===== src/rtl/led_trail_fader.sv =====
// Trail fader for a 16-LED scroller: lit LEDs decay through 16 brightness
// levels after switching off, rendered with a free-running 15-step PWM.
module led_trail_fader #(
  parameter logic [23:0] DECAY_DIV = 24'd2_000_000
) (
  input  logic        clk,
  input  logic        resetn,
  input  logic [15:0] led_in,
  input  logic        fade_en,
  output logic [15:0] led_out,
  output logic        fading
);

  logic [15:0]       led_q;
  logic [15:0][3:0]  lvl;
  logic [15:0][3:0]  lvl_nxt;
  logic [23:0]       div_cnt;
  logic [3:0]        pwm_cnt;
  logic              decay_tick;
  logic [15:0]       out_nxt;
  logic              fading_nxt;

  assign decay_tick = (div_cnt == DECAY_DIV - 24'd1);

  // Reload beats clear, clear beats decay; decay saturates at zero.
  always_comb begin
    lvl_nxt    = lvl;
    out_nxt    = '0;
    fading_nxt = 1'b0;
    for (int unsigned i = 0; i < 16; i++) begin
      if (led_q[i])
        lvl_nxt[i] = 4'd15;
      else if (!fade_en)
        lvl_nxt[i] = '0;
      else if (decay_tick && (lvl[i] != '0))
        lvl_nxt[i] = lvl[i] - 4'd1;
      out_nxt[i] = (lvl[i] > pwm_cnt);
      if (!led_q[i] && (lvl[i] != '0) && (lvl[i] != 4'd15))
        fading_nxt = 1'b1;
    end
  end

  always_ff @(posedge clk or negedge resetn) begin
    if (!resetn) begin
      led_q   <= '0;
      lvl     <= '0;
      div_cnt <= '0;
      pwm_cnt <= '0;
      led_out <= '0;
      fading  <= 1'b0;
    end else begin
      led_q   <= led_in;
      lvl     <= lvl_nxt;
      div_cnt <= decay_tick ? '0 : div_cnt + 24'd1;
      pwm_cnt <= (pwm_cnt == 4'd14) ? '0 : pwm_cnt + 4'd1;
      led_out <= out_nxt;
      fading  <= fading_nxt;
    end
  end

endmodule


===== config.mk =====
export PLATFORM = sky130hd
export DESIGN_NAME = led_trail_fader
export DESIGN_NICKNAME = d
export VERILOG_FILES = /design/src/rtl/led_trail_fader.sv
export SDC_FILE = /design/constraint.sdc
export NUM_CORES = 1
export LEC_CHECK = 0
export ABC_AREA = 0
export BUFFER_PORTS_ARGS = -buffer_cell sky130_fd_sc_hd__clkbuf_2
export CORE_MARGIN = 4
export CORE_UTILIZATION = 55
export CTS_CLUSTER_SIZE = 16
export DETAILED_ROUTE_END_ITERATION = 8
export GPL_TIMING_DRIVEN = 0
export PLACE_DENSITY = 0.75
export SYNTH_ARGS = -nofsm -noshare
export SYNTH_HDL_FRONTEND = slang
export SYNTH_SLANG_ARGS = --single-unit

===== constraint.sdc =====
create_clock -name clk -period 3.45 [get_ports clk]
set_input_delay 0.1725 -clock clk [delete_from_list [all_inputs] [get_ports clk]]
set_output_delay 0.1725 -clock clk [all_outputs]
set_load 0.03 [all_outputs]

==> results.md <==
* Status: complete, no violations
* Yosys cell types at 44
* CP Max Fanout at 10
* Synthesized area at 8540 um2
* Power Density at 403 nW/um2
* Num CTS Buffers at 17
* GRT Max-Usage Layer: met2
* Area of the core at 15200 um2
* Post-synthesis sequential area ratio at 36.6%
* Worst R2R Path Depth at 8
* Final WL at 22700 um
* First-pass GRT wire length at 36600 um
* Register area at 3130 um2
* Final slew viol count at 0
* Via count at 7302
* Die extent in x at 133 um
* CTS tree: yes
* Multi-input combinational cell area at 5010 um2
* FF-to-FF setup slack at 0.51 ns
* Reg clk slew, reported paths at 0.06 ns
* Area share of xor/xnor cells in the synthesized design at 1.74%
* Chip Height at 133 um
* IO Port Bufs at 34
* Vias in the first global route at 6906
* DRT Pass-1 Iters at 5
* Rows at 45
* Number of remaining DRC errors at 0
* Internal at 2.81 mW
* CP endpoint kind: flop
* Worst EP required at 3.79 ns
* GRT Util Overall at 26.5%
* Area grow syn2layout at 14.0%
* Bufs on Longest Clock Path at 2
* Worst path cell trace: ha_1 > nand4_1 > nor4bb_1 > buf_2 > buf_2 > buf_1 > nand4_1 > o211ai_1
* Max Cap Viol at 0
* Crit-path slowest cell: buf_1
* Final Core Density at 64.1%
* DP Cell Count at 1108
* Clock Power Share at 46.0%
* Combinational share of power at 12.0%
* Area leader, netlist: dfrtp_1
* Layout cell share with drive strength beyond 1 at 10.0%
* Compound-Gate Fraction of Synth Area at 17.0%
* Share of the synthesized area in the top cell type at 36.6%
* Hold Path Class: in2async
* CP peak stage delay at 0.63 ns
* Dpl hpwl at 14800 um
* Multiplexer share of the synthesized area at 0%
* Layout Nets at 1088
* Post-synthesis simple-gate area fraction at 23.4%
* Final Skew at 0.0121 ns
* Synth Area per Inst at 9.65 um2
* Pre-CTS setup slack at 0.567 ns
* CP arrival at 3.28 ns
* Post-synthesis adder-cell area fraction at 16.6%
* Peak Freq at 340 MHz
* Gp weighted congestion at 0.841
* Post-Syn Instances at 885
* Number of setup buffers added after CTS at 0
* Post-synth EDFFs at 0
* Setup Viol. Count Final at 0
* Largest family of logic cells by synthesized area: simple AND/OR/NAND/NOR gates
* Synth warn at 0
* Sum Neg Setup Slack at 0 ns
* P_leak at 4.23 nW
* Kind of critical path: reg2reg
* Routed wire per std cell at 19.6 um
* Post-route ant nets at 0
* Diodes inserted at 0
* Fin cells at 1157
* VDD IR max at 0.366 mV
* Critical path's top delay family: buffers and inverters
* Initial antenna violation count at 0
* Final period util at 85.2%
* Final Hold Viols at 0
* Most instantiated cells after synthesis: dfrtp_1, ha_1, nand2_1
* Met3 usage at 6.05%
* IO Pins at 36
* Die area at 17600 um2
* Switching power at 1.11 mW
* Num Clock Sinks at 125
* Met1 usage at 35.8%
* RSZ-0062 raised after global routing: false
* Worst slew margin at 18.3%
* Met2 Resource Use GR at 41.3%
* Slew @ Worst Pin at 1.23 ns
* Starting Density at 56.2%
* Most common cell in the synthesized netlist: dfrtp_1
* Final WS setup at 0.510 ns
* Total gr overflow at 0
* Final worst path period need at 2.94 ns
* # fillers at 1256
* H-tree Lvls at 4
* Sw Share at 28.2%
* R2R Path End: lvl[2]$_DFFE_PN0P_
* Sequential share of power at 42.0%
* Syn_nets at 1017
* Worst-Skew Late Latency at 0.44 ns
* Vias per cell at 6.31
* Buf/Inv on CP at 3
* Root buffer cell: clkbuf_16
* Reg2Reg Launch Point: div_cnt[0]$_DFF_PN0_
* Top post-synthesis cells by area: dfrtp_1, ha_1, o21a_1, nand2_1, nor2b_1
* Synth Flop Type: dfrtp_1
* Largest net degree at the start of global routing at 77
* Ys async rst share at 100%
* Seq cells post-synth at 125
* Starting DRT DRC Count at 621
* Setup crit start kind: flop
## layout by cell type, fill, tap and decap left out, types with 4 or more instances in the layout
master,synthesis,routed
nor2b_1,42,42
dlygate4sd3_1,0,17
buf_2,7,7
xor2_1,6,6
inv_6,0,5
nor4_2,5,5
clkbuf_2,0,33
nor4_1,7,7
clkbuf_1,20,20
dfrtp_1,125,125
and2_1,16,16
a311o_1,16,16
o21ai_0,8,8
nand2_1,84,84
nor2_1,34,34
nor3b_1,30,30
clkbuf_16,0,17
or3_1,21,21
nor4_4,9,9
ha_1,113,113
inv_1,64,64
and4_1,5,5
a311oi_1,14,14
nand3_1,31,31
xnor2_1,11,11
clkinvlp_4,0,4
o21a_1,48,48
nor3_1,4,4
nand4_1,33,33
a31oi_1,27,27
a21oi_1,36,36
o211ai_1,32,32
a211o_1,16,16
## metrics by stage
stage	cell area (um2)	hold WS [ns]	power [mW]
global placement	8950	0.281	2.10
detailed placement	8980	0.164	2.12
finish	9740	0.255	3.92
global route	9740	0.322	4.09
CTS	9740	0.273	3.94
floorplan	8540	-0.123	1.95
## layer usage
metal / up-vias / part of all wire [%]
met5: - / 0
met4: 0 / 2.8
met3: 53 / 7.4
met2: 272 / 47
met1: 3574 / 43
li1: 3403 / -
## kinds of logic after synthesis
logic type,count (synthesis)
flip-flops,125
AND/OR/NAND/NOR,332
adder cells (fa/ha/maj),113
XOR/XNOR,17
buffers and inverters,96
AO/OA/AOI/OAI,202
## power by group through the flow
stage,registers [mW],clock network [mW],logic (mW)
6_report,1.65,1.80,0.470
5_1_grt,1.66,1.90,0.534
4_1_cts,1.64,1.83,0.474
3_5_place_dp,1.67,0,0.454
3_3_place_gp,1.67,0,0.434
2_1_floorplan,1.67,0,0.283
## state kept, by name, indices dropped and copies added, names as in the netlist
register / cells
led_out: 16
led_q: 16
div_cnt: 24
pwm_cnt: 4
fading: 1
lvl: 64
## worst max-delay path by stage
stage | from | to | slack, ns | cells after the start
finish | div_cnt[0]$_DFF_PN0_ | lvl[2]$_DFFE_PN0P_ | 0.51 | 8
global route | div_cnt[0]$_DFF_PN0_ | lvl[2]$_DFFE_PN0P_ | 0.34 | 8
CTS | div_cnt[0]$_DFF_PN0_ | lvl[2]$_DFFE_PN0P_ | 0.54 | 8
detailed placement | div_cnt[0]$_DFF_PN0_ | lvl[2]$_DFFE_PN0P_ | 0.57 | 8
global placement | resetn | lvl[9]$_DFFE_PN0P_ | 0.13 | 1
floorplan | div_cnt[16]$_DFF_PN0_ | lvl[21]$_DFFE_PN0P_ | 1.30 | 7
## repair_timing
| item | 4_1_cts | 5_1_grt |
|---|---|---|
| hold endpoints to repair | 65 | 0 |
| setup endpoints to repair | 0 | 0 |
| hold buffers | 17 | 0 |
| gates resized for setup | 0 | 0 |
## area by class of cell
class | count | area share, %
multi-input cells | 664 | 51.5
flip-flops and latches | 125 | 32.1
clock buffers | 17 | 4.37
repair buffers | 52 | 3.87
inverters | 64 | 2.47
well taps | 188 | 2.42
clock inverters | 15 | 1.66
plain buffers | 32 | 1.64
No activity file was read; power rests on OpenSTA's default activity.
